## config.mk

```make
export PLATFORM = sky130hd
export DESIGN_NAME = uart_rx_param
export DESIGN_NICKNAME = d
export VERILOG_FILES = /design/src/rtl/uart_rx_param.sv
export SDC_FILE = /design/constraint.sdc
export NUM_CORES = 1
export LEC_CHECK = 0
export BUFFER_PORTS_ARGS = -buffer_cell sky130_fd_sc_hd__buf_2
export CAP_MARGIN = 20
export CELL_PAD_IN_SITES_DETAIL_PLACEMENT = 1
export CELL_PAD_IN_SITES_GLOBAL_PLACEMENT = 2
export CORE_ASPECT_RATIO = 1.5
export CORE_MARGIN = 4
export CORE_UTILIZATION = 36
export CTS_CLUSTER_DIAMETER = 50
export DETAILED_ROUTE_END_ITERATION = 6
export PLACE_DENSITY_LB_ADDON = 0.1
export SYNTH_ARGS = -nofsm -noshare
export SYNTH_HDL_FRONTEND = slang
export SYNTH_SLANG_ARGS = --single-unit
```

## constraint.sdc

```tcl
create_clock -name clk_i -period 2.6 [get_ports clk_i]
set_input_delay 0 -clock clk_i [delete_from_list [all_inputs] [get_ports clk_i]]
set_output_delay 0 -clock clk_i [all_outputs]
set_load 0.005 [all_outputs]
```

## src/rtl/uart_rx_param.sv

```systemverilog
// Parametrised UART receiver: 16x oversampling, 3-sample majority, parity/stop options, valid/ready output.
// Define UART_RX_FIFO_EN for a DEPTH-entry output FIFO; otherwise a single holding register is used.
module uart_rx_param #(
    parameter int WIDTH     = 8,
    parameter int FCLK      = 50000000,
    parameter int FBAUD     = 115200,
    parameter int PARITY    = 0,
    parameter int STOP_BITS = 1,
    parameter int DEPTH     = 4
) (
    input  logic             clk_i,
    input  logic             rst_i,
    input  logic             rx_i,
    output logic [WIDTH-1:0] data_o,
    output logic             valid_o,
    input  logic             ready_i,
    output logic             idle_o,
    output logic             frame_err_o,
    output logic             parity_err_o,
    output logic             overrun_o
);

    localparam int DIV_RAW = FCLK / (FBAUD * 16);
    localparam int DIV     = (DIV_RAW < 1) ? 1 : DIV_RAW;
    localparam int DW      = (DIV > 1) ? $clog2(DIV) : 1;

    generate
        if (WIDTH < 5 || WIDTH > 9 || PARITY < 0 || PARITY > 2 || STOP_BITS < 1 || STOP_BITS > 2 ||
            DEPTH < 2 || (DEPTH & (DEPTH - 1)) != 0) begin : g_param_check
            $error("uart_rx_param: illegal parameter set");
        end
    endgenerate

    typedef enum logic [2:0] {S_IDLE, S_START, S_DATA, S_PAR, S_STOP, S_BRK} state_t;

    state_t            state_reg, state_next;
    logic [1:0]        sync_reg;
    logic [DW-1:0]     div_cnt_reg;
    logic [3:0]        sc_reg;
    logic              s7_reg, s8_reg;
    logic [3:0]        bit_cnt_reg;
    logic              stop_cnt_reg;
    logic [WIDTH-1:0]  shift_reg;
    logic              par_reg;
    logic              frame_err_reg, parity_err_reg, overrun_reg;

    logic rx_s, tick, at9, at15, bit_val, par_ok;
    logic start_det, shift_en, bit_inc, bit_clr, stop_inc, stop_clr, par_ld;
    logic push_good, ferr_set, perr_set, pop, buf_full;

    assign rx_s    = sync_reg[1];
    assign tick    = (div_cnt_reg == DW'(DIV - 1));
    assign at9     = tick && (sc_reg == 4'd9);
    assign at15    = tick && (sc_reg == 4'd15);
    assign bit_val = (s7_reg & s8_reg) | (s7_reg & rx_s) | (s8_reg & rx_s);
    assign pop     = valid_o && ready_i;

    always_comb begin
        par_ok = 1'b1;
        if (PARITY == 1)
            par_ok = (^shift_reg) ^ par_reg;
        else if (PARITY == 2)
            par_ok = ~((^shift_reg) ^ par_reg);
    end

    always_comb begin
        state_next = state_reg;
        start_det  = 1'b0;
        shift_en   = 1'b0;
        bit_inc    = 1'b0;
        bit_clr    = 1'b0;
        stop_inc   = 1'b0;
        stop_clr   = 1'b0;
        par_ld     = 1'b0;
        push_good  = 1'b0;
        ferr_set   = 1'b0;
        perr_set   = 1'b0;
        case (state_reg)
            S_IDLE: begin
                if (!rx_s) begin
                    state_next = S_START;
                    start_det  = 1'b1;
                end
            end
            S_START: begin
                if (at9 && bit_val) begin
                    state_next = S_IDLE;
                end else if (at15) begin
                    state_next = S_DATA;
                    bit_clr    = 1'b1;
                end
            end
            S_DATA: begin
                if (at9) begin
                    shift_en = 1'b1;
                end else if (at15) begin
                    if (bit_cnt_reg == 4'(WIDTH - 1)) begin
                        state_next = (PARITY != 0) ? S_PAR : S_STOP;
                        stop_clr   = 1'b1;
                    end else begin
                        bit_inc = 1'b1;
                    end
                end
            end
            S_PAR: begin
                if (at9)
                    par_ld = 1'b1;
                else if (at15)
                    state_next = S_STOP;
            end
            S_STOP: begin
                if (at9) begin
                    if (!bit_val) begin
                        ferr_set   = 1'b1;
                        state_next = S_BRK;
                    end else if (stop_cnt_reg == 1'(STOP_BITS - 1)) begin
                        // Leave half a bit early so the next start edge is never missed.
                        state_next = S_IDLE;
                        push_good  = par_ok;
                        perr_set   = ~par_ok;
                    end
                end else if (at15) begin
                    stop_inc = 1'b1;
                end
            end
            S_BRK: begin
                if (rx_s)
                    state_next = S_IDLE;
            end
            default: state_next = S_IDLE;
        endcase
    end

    always_ff @(posedge clk_i) begin
        if (rst_i) begin
            state_reg      <= S_IDLE;
            sync_reg       <= 2'b11;
            div_cnt_reg    <= '0;
            sc_reg         <= '0;
            s7_reg         <= 1'b1;
            s8_reg         <= 1'b1;
            bit_cnt_reg    <= '0;
            stop_cnt_reg   <= 1'b0;
            shift_reg      <= '0;
            par_reg        <= 1'b0;
            frame_err_reg  <= 1'b0;
            parity_err_reg <= 1'b0;
            overrun_reg    <= 1'b0;
        end else begin
            state_reg <= state_next;
            sync_reg  <= {sync_reg[0], rx_i};
            if (start_det) begin
                div_cnt_reg <= '0;
                sc_reg      <= '0;
            end else begin
                div_cnt_reg <= tick ? '0 : div_cnt_reg + 1'b1;
                if (tick)
                    sc_reg <= sc_reg + 1'b1;
            end
            if (tick && sc_reg == 4'd7)
                s7_reg <= rx_s;
            if (tick && sc_reg == 4'd8)
                s8_reg <= rx_s;
            if (shift_en)
                shift_reg <= {bit_val, shift_reg[WIDTH-1:1]};
            if (bit_clr)
                bit_cnt_reg <= '0;
            else if (bit_inc)
                bit_cnt_reg <= bit_cnt_reg + 1'b1;
            if (stop_clr)
                stop_cnt_reg <= 1'b0;
            else if (stop_inc)
                stop_cnt_reg <= stop_cnt_reg + 1'b1;
            if (par_ld)
                par_reg <= bit_val;
            frame_err_reg  <= ferr_set;
            parity_err_reg <= perr_set;
            overrun_reg    <= push_good && buf_full && !pop;
        end
    end

    assign idle_o       = (state_reg == S_IDLE);
    assign frame_err_o  = frame_err_reg;
    assign parity_err_o = parity_err_reg;
    assign overrun_o    = overrun_reg;

`ifdef UART_RX_FIFO_EN
    localparam int AW = $clog2(DEPTH);

    logic [WIDTH-1:0] mem [0:DEPTH-1];
    logic [AW:0]      wr_ptr_reg, rd_ptr_reg, rd_ptr_next;
    logic [WIDTH-1:0] data_reg;
    logic             push_ok;

    assign buf_full    = (wr_ptr_reg[AW] != rd_ptr_reg[AW]) && (wr_ptr_reg[AW-1:0] == rd_ptr_reg[AW-1:0]);
    assign valid_o     = (wr_ptr_reg != rd_ptr_reg);
    assign push_ok     = push_good && (!buf_full || pop);
    assign rd_ptr_next = pop ? rd_ptr_reg + (AW+1)'(1) : rd_ptr_reg;
    assign data_o      = data_reg;

    always_ff @(posedge clk_i) begin
        if (push_ok)
            mem[wr_ptr_reg[AW-1:0]] <= shift_reg;
    end

    // The head register is refilled from the new head slot, bypassing a word written there this cycle.
    always_ff @(posedge clk_i) begin
        if (rst_i) begin
            wr_ptr_reg <= '0;
            rd_ptr_reg <= '0;
            data_reg   <= '0;
        end else begin
            if (push_ok)
                wr_ptr_reg <= wr_ptr_reg + (AW+1)'(1);
            rd_ptr_reg <= rd_ptr_next;
            if (push_ok && wr_ptr_reg[AW-1:0] == rd_ptr_next[AW-1:0])
                data_reg <= shift_reg;
            else if (pop || push_ok)
                data_reg <= mem[rd_ptr_next[AW-1:0]];
        end
    end
`else
    logic [WIDTH-1:0] hold_reg;
    logic             full_reg;
    logic             push_ok;

    assign buf_full = full_reg;
    assign valid_o  = full_reg;
    assign push_ok  = push_good && (!full_reg || pop);
    assign data_o   = hold_reg;

    always_ff @(posedge clk_i) begin
        if (rst_i) begin
            hold_reg <= '0;
            full_reg <= 1'b0;
        end else if (push_ok) begin
            hold_reg <= shift_reg;
            full_reg <= 1'b1;
        end else if (pop) begin
            full_reg <= 1'b0;
        end
    end
`endif

endmodule
```

Yosys cells after proc, flatten, opt, wreduce, memory -nomap -nowiden

Cells that the tools add are included.

Register bits after elaboration: 40
Bits of input ports: 4
Output and inout port bits: 13

$add $sub $neg: 4
Equal/unequal tests: 21
Mux-type cells: 37
Bitwise logic cells: 7
Reduce and logical (&&, ||, !) cells: 20

Operators by type and width:

| kind                | count |
|---|---|
| $mux 3              | 12 |
| $mux 1              | 24 |
| $pmux 3 s6          | 1 |
| $ne 2x2->1 const B  | 8 |
| $eq 4x4->1 const B  | 3 |
| $reduce_and 10->1   | 1 |
| $logic_and 1x1->1   | 9 |
| $add 4x1->4 const B | 2 |
| $eq 4x3->1 const B  | 2 |
| $eq 3x2->1 const B  | 2 |
| $eq 3x3->1 const B  | 2 |
| $ne 3x3->1 const B  | 2 |
| $reduce_or 2->1     | 3 |
| $reduce_or 3->1     | 2 |
| $add 5x1->5 const B | 1 |
| $eq 5x5->1 const B  | 1 |
| $and 1x1->1         | 3 |
| $eq 3x1->1 const B  | 1 |
| $logic_not 3->1     | 1 |
| $logic_not 1->1     | 2 |
| $not 1->1           | 2 |
| $or 1x1->1          | 2 |
| $reduce_bool 2->1   | 1 |
| $add 1x1->1 const B | 1 |
| $logic_or 1x1->1    | 1 |

Longest topological paths before layout

Depth after elaboration: 8
Mapped depth: 9
Mapped depth without buffers: 7

Worst setup path before layout

No wires, ideal clock.

Path type: reg2reg
From: register div_cnt_reg[0]
To: register state_reg[0]
Arrival time: 1691 ps
Required time: 2477 ps
Path slack: 786 ps
Cell stages (with the launch flop): 8
Path buffers: 0
Cell sequence: dfxtp_1 > inv_1 > ha_1 > and4b_1 > and4b_2 > mux2i_1 > a211o_1 > mux2_1

Longest elaborated chain between the ends: 5

RTL lines:

| what                                                             | RTL line | RTL |
|---|---|---|
| from (decl)                                                      | 38       | `logic [DW-1:0] div_cnt_reg;` |
| from (signal assigned)                                           | 156      | `div_cnt_reg <= tick ? '0 : div_cnt_reg + 1'b1;` |
| $eq 5x5->1 *                                                     | 52       | `assign tick = (div_cnt_reg == DW'(DIV - 1));` |
| $logic_and 1x1->1                                                | 53       | `assign at9 = tick && (sc_reg == 4'd9);` |
| $logic_and 1x1->1                                                | 86       | `if (at9 && bit_val) begin` |
| $ne 3x3->1 (no source line) or $mux 3 (tied branches)            | -        |  |
| $reduce_and 10->1 (no source line) or $pmux 3 s6 (tied branches) | -        |  |
| to (signal assigned)                                             | 150      | `state_reg <= state_next;` |
| to (decl)                                                        | 36       | `state_t state_reg, state_next;` |

Every way passes the cells marked *; elsewhere a longest branch is shown, timed or not.
A chain may end at the register's enable or synchronous reset.

Worst setup path in the final report

From: register div_cnt_reg[0]
To: register shift_reg[2]

Longest elaborated chain between the ends: 4

RTL lines:

| what                 | RTL line | RTL |
|---|---|---|
| $eq 5x5->1           | 52       |  |
| $logic_and 1x1->1    | 53       |  |
| $mux 1               | -        |  |
| $mux 1               | 78       | `case (state_reg)` |
| to (signal assigned) | 165      | `shift_reg <= {bit_val, shift_reg[WIDTH-1:1]};` |
| to (decl)            | 43       | `logic [WIDTH-1:0] shift_reg;` |

Every way passes these cells.

==> reports/qor.yml <==
finalHoldWorstSlack_ns: 0.009239
dieHeight_um: 93.77
syn_avg_cell_area_um2: 9.195
remaining_drc_errors: 0
hp-class: "in2reg"
clkLatencyLatePin_ns: 0.29
vias: 1350
final_common_cell: "dfxtp_1"
setup_viol: 0
crit_slowest_cell: "and4b_1"
diodes: 0
fin_area_um2: 1991
dp.cells: 263
synthDominantCellAreaShare: 0.4536
skew_ns: 0.01029
ir_drop_mv: 0.3201
synth_seq_cells: 40
track_usage: 0.1296
drtIter0Drc: 33
synth.cell_area_um2: 1765
io_buffers: 15
path_buf_inv: 1
synth-edff-count: 0
worstPathCellList: "inv_1 -> ha_1 -> and4b_1 -> and4b_2 -> and3_1 -> mux2i_1 -> nor2_1"
synth_top_area_cell: "dfxtp_1"
hpwl_um: 2776
min_period_over_period: 0.8591
synth-main-ff-cell: "dfxtp_1"
synthArstFlopShare: 0
yosysWarnings: 0
critPathMaxFanout: 12
ff2ff_path_depth: 7
htreeDepth: 2
place_area_um2: 1873
status: "complete, no violations"
grt_max_degree: 28
holdBufCountCts: 1
firstDrtPassIters: 2
final_cells: 272
crit_family: "simple AND/OR/NAND/NOR gates"
die_x_um: 65.18
die-area_um2: 6112
cts_sinks: 40
worst-setup-path-type: "reg2reg"
p_leak_nw: 0.7492
nNetsFinal: 215
cts_tree: "done"
synth-seq-area-share: 0.4536
final_core_util: 0.4139
routed_wl_um: 3647
fp-row-count: 31
setup_slack_ns: 0.3662
syn_to_final_growth_pct: 12.76
hold_viol: 0
grt_pass1_wl_um: 6161
power_mw: 1.243
critPathRequiredTime_ns: 2.76
endpoint_kind: "register"
power.density_nw_per_um2: 624.4
pre_cts_slack_ns: 0.3309
ant_nets: 0
io_pins: 17
numCtsBuffers: 5
clock_path_buffers: 2
netlist_top_cells_area: "dfxtp_1 45%, mux2i_1 11%, nor2_1 7.4%"
hold_depth: 3
synth_nets: 202
postCtsSetupBuffers: 0
globalplace.congestion: 0.8034
slew_viol_final: 0
path_clk_slew_ns: 0.07
grt_pass1_vias: 1402
drive_gt1_frac: 0.1408
avgViaCountPerCell: 4.963
cts_resized: 0
clock-root-buffer: "clkbuf_8"
cp_data_arrival_time_ns: 2.40
layout_common_cells: "40 x dfxtp_1, 35 x nor2_1, 19 x mux2i_1"
antenna_found_initial: 0
rsz0062_at_grt: "no"
fin_crit_ns: 2.234
start_util: 0.3671
synth.distinct_cells: 36
fin_tns_setup_ns: 0
cp.depth: 7
coreArea_um2: 4810
crit_path_max_incr_delay_ns: 0.45
grt_overflow: 0
start_kind: "register"
fmax_mhz: 447.7
syn_inst: 192
drv_cap: 0
wire_per_inst_um: 13.41
-- per-layer routing --
| layer | up-vias | track usage | wire [um] |
|---|---|---|---|
| li1 | 673 | - | - |
| met1 | 658 | 0.1168 | 1361 |
| met2 | 13 | 0.2629 | 2122 |
| met3 | 6 | 0.03473 | 106 |
| met4 | 0 | 0.04671 | 57 |
| met5 | - | 0 | 0 |
-- power breakdown --
group          switching, mW  leakage [nW]  internal (mW)
clock                  0.207        0.0552          0.285
sequential            0.0240         0.323          0.626
combinational         0.0549         0.371         0.0464
total                  0.286         0.749          0.957
-- worst min-delay path, delay by kind of cell --
| family | cells | cell delay, ns |
|---|---|---|
| simple gates | 2 | 0.18 |
| buf+inv | 1 | 0.07 |
-- worst paths after layout --
path                                  start  slack (ns)                         to
setup / recovery  div_cnt_reg[0]$_SDFF_PP0_        0.37  shift_reg[2]$_SDFFE_PP0P_
hold / removal                      ready_i       0.009       overrun_o$_SDFF_PP0_
setup reg to reg  div_cnt_reg[0]$_SDFF_PP0_        0.37  shift_reg[2]$_SDFFE_PP0P_
hold reg to reg      sync_reg[0]$_SDFF_PP1_        0.41     sync_reg[1]$_SDFF_PP1_
-- Yosys cell counts (all sizes together) (2+ instances only) --
library cell / n
nand3b: 3
xor2: 4
and4b: 2
inv: 6
a21o: 2
nand4: 3
mux2i: 19
dfxtp: 40
clkbuf: 4
nand3: 8
nor2b: 5
ha: 6
nor3: 5
nand4b: 2
nor2: 35
or2: 3
a21oi: 5
xnor2: 5
buf: 7
nand2: 8
o21ai: 7
-- kinds of logic (layout without fill, tap and decap cells) --
group | count (synthesis) | after routing | synth area share
AND/OR/NAND/NOR | 80 | 80 | 0.2296
flip-flops | 40 | 40 | 0.4536
multiplexers | 20 | 20 | 0.1141
AO/OA/AOI/OAI | 18 | 18 | 0.06166
buffers and inverters | 17 | 31 | 0.04535
XOR/XNOR | 9 | 9 | 0.04465
adder cells (fa/ha/maj) | 7 | 7 | 0.04890
other | 1 | 1 | 0.002124
-- area by class of cell --
type                    instances  area, um^2
clock buffers                   6       72.57
clock inverters                 2       35.03
fillers                       593        2819
inverters                       6       22.52
multi-input cells             135       884.6
flip-flops and latches         40       800.8
well taps                      66       82.58
repair buffers                 17       92.59
Power figures use the tool's default switching activity.
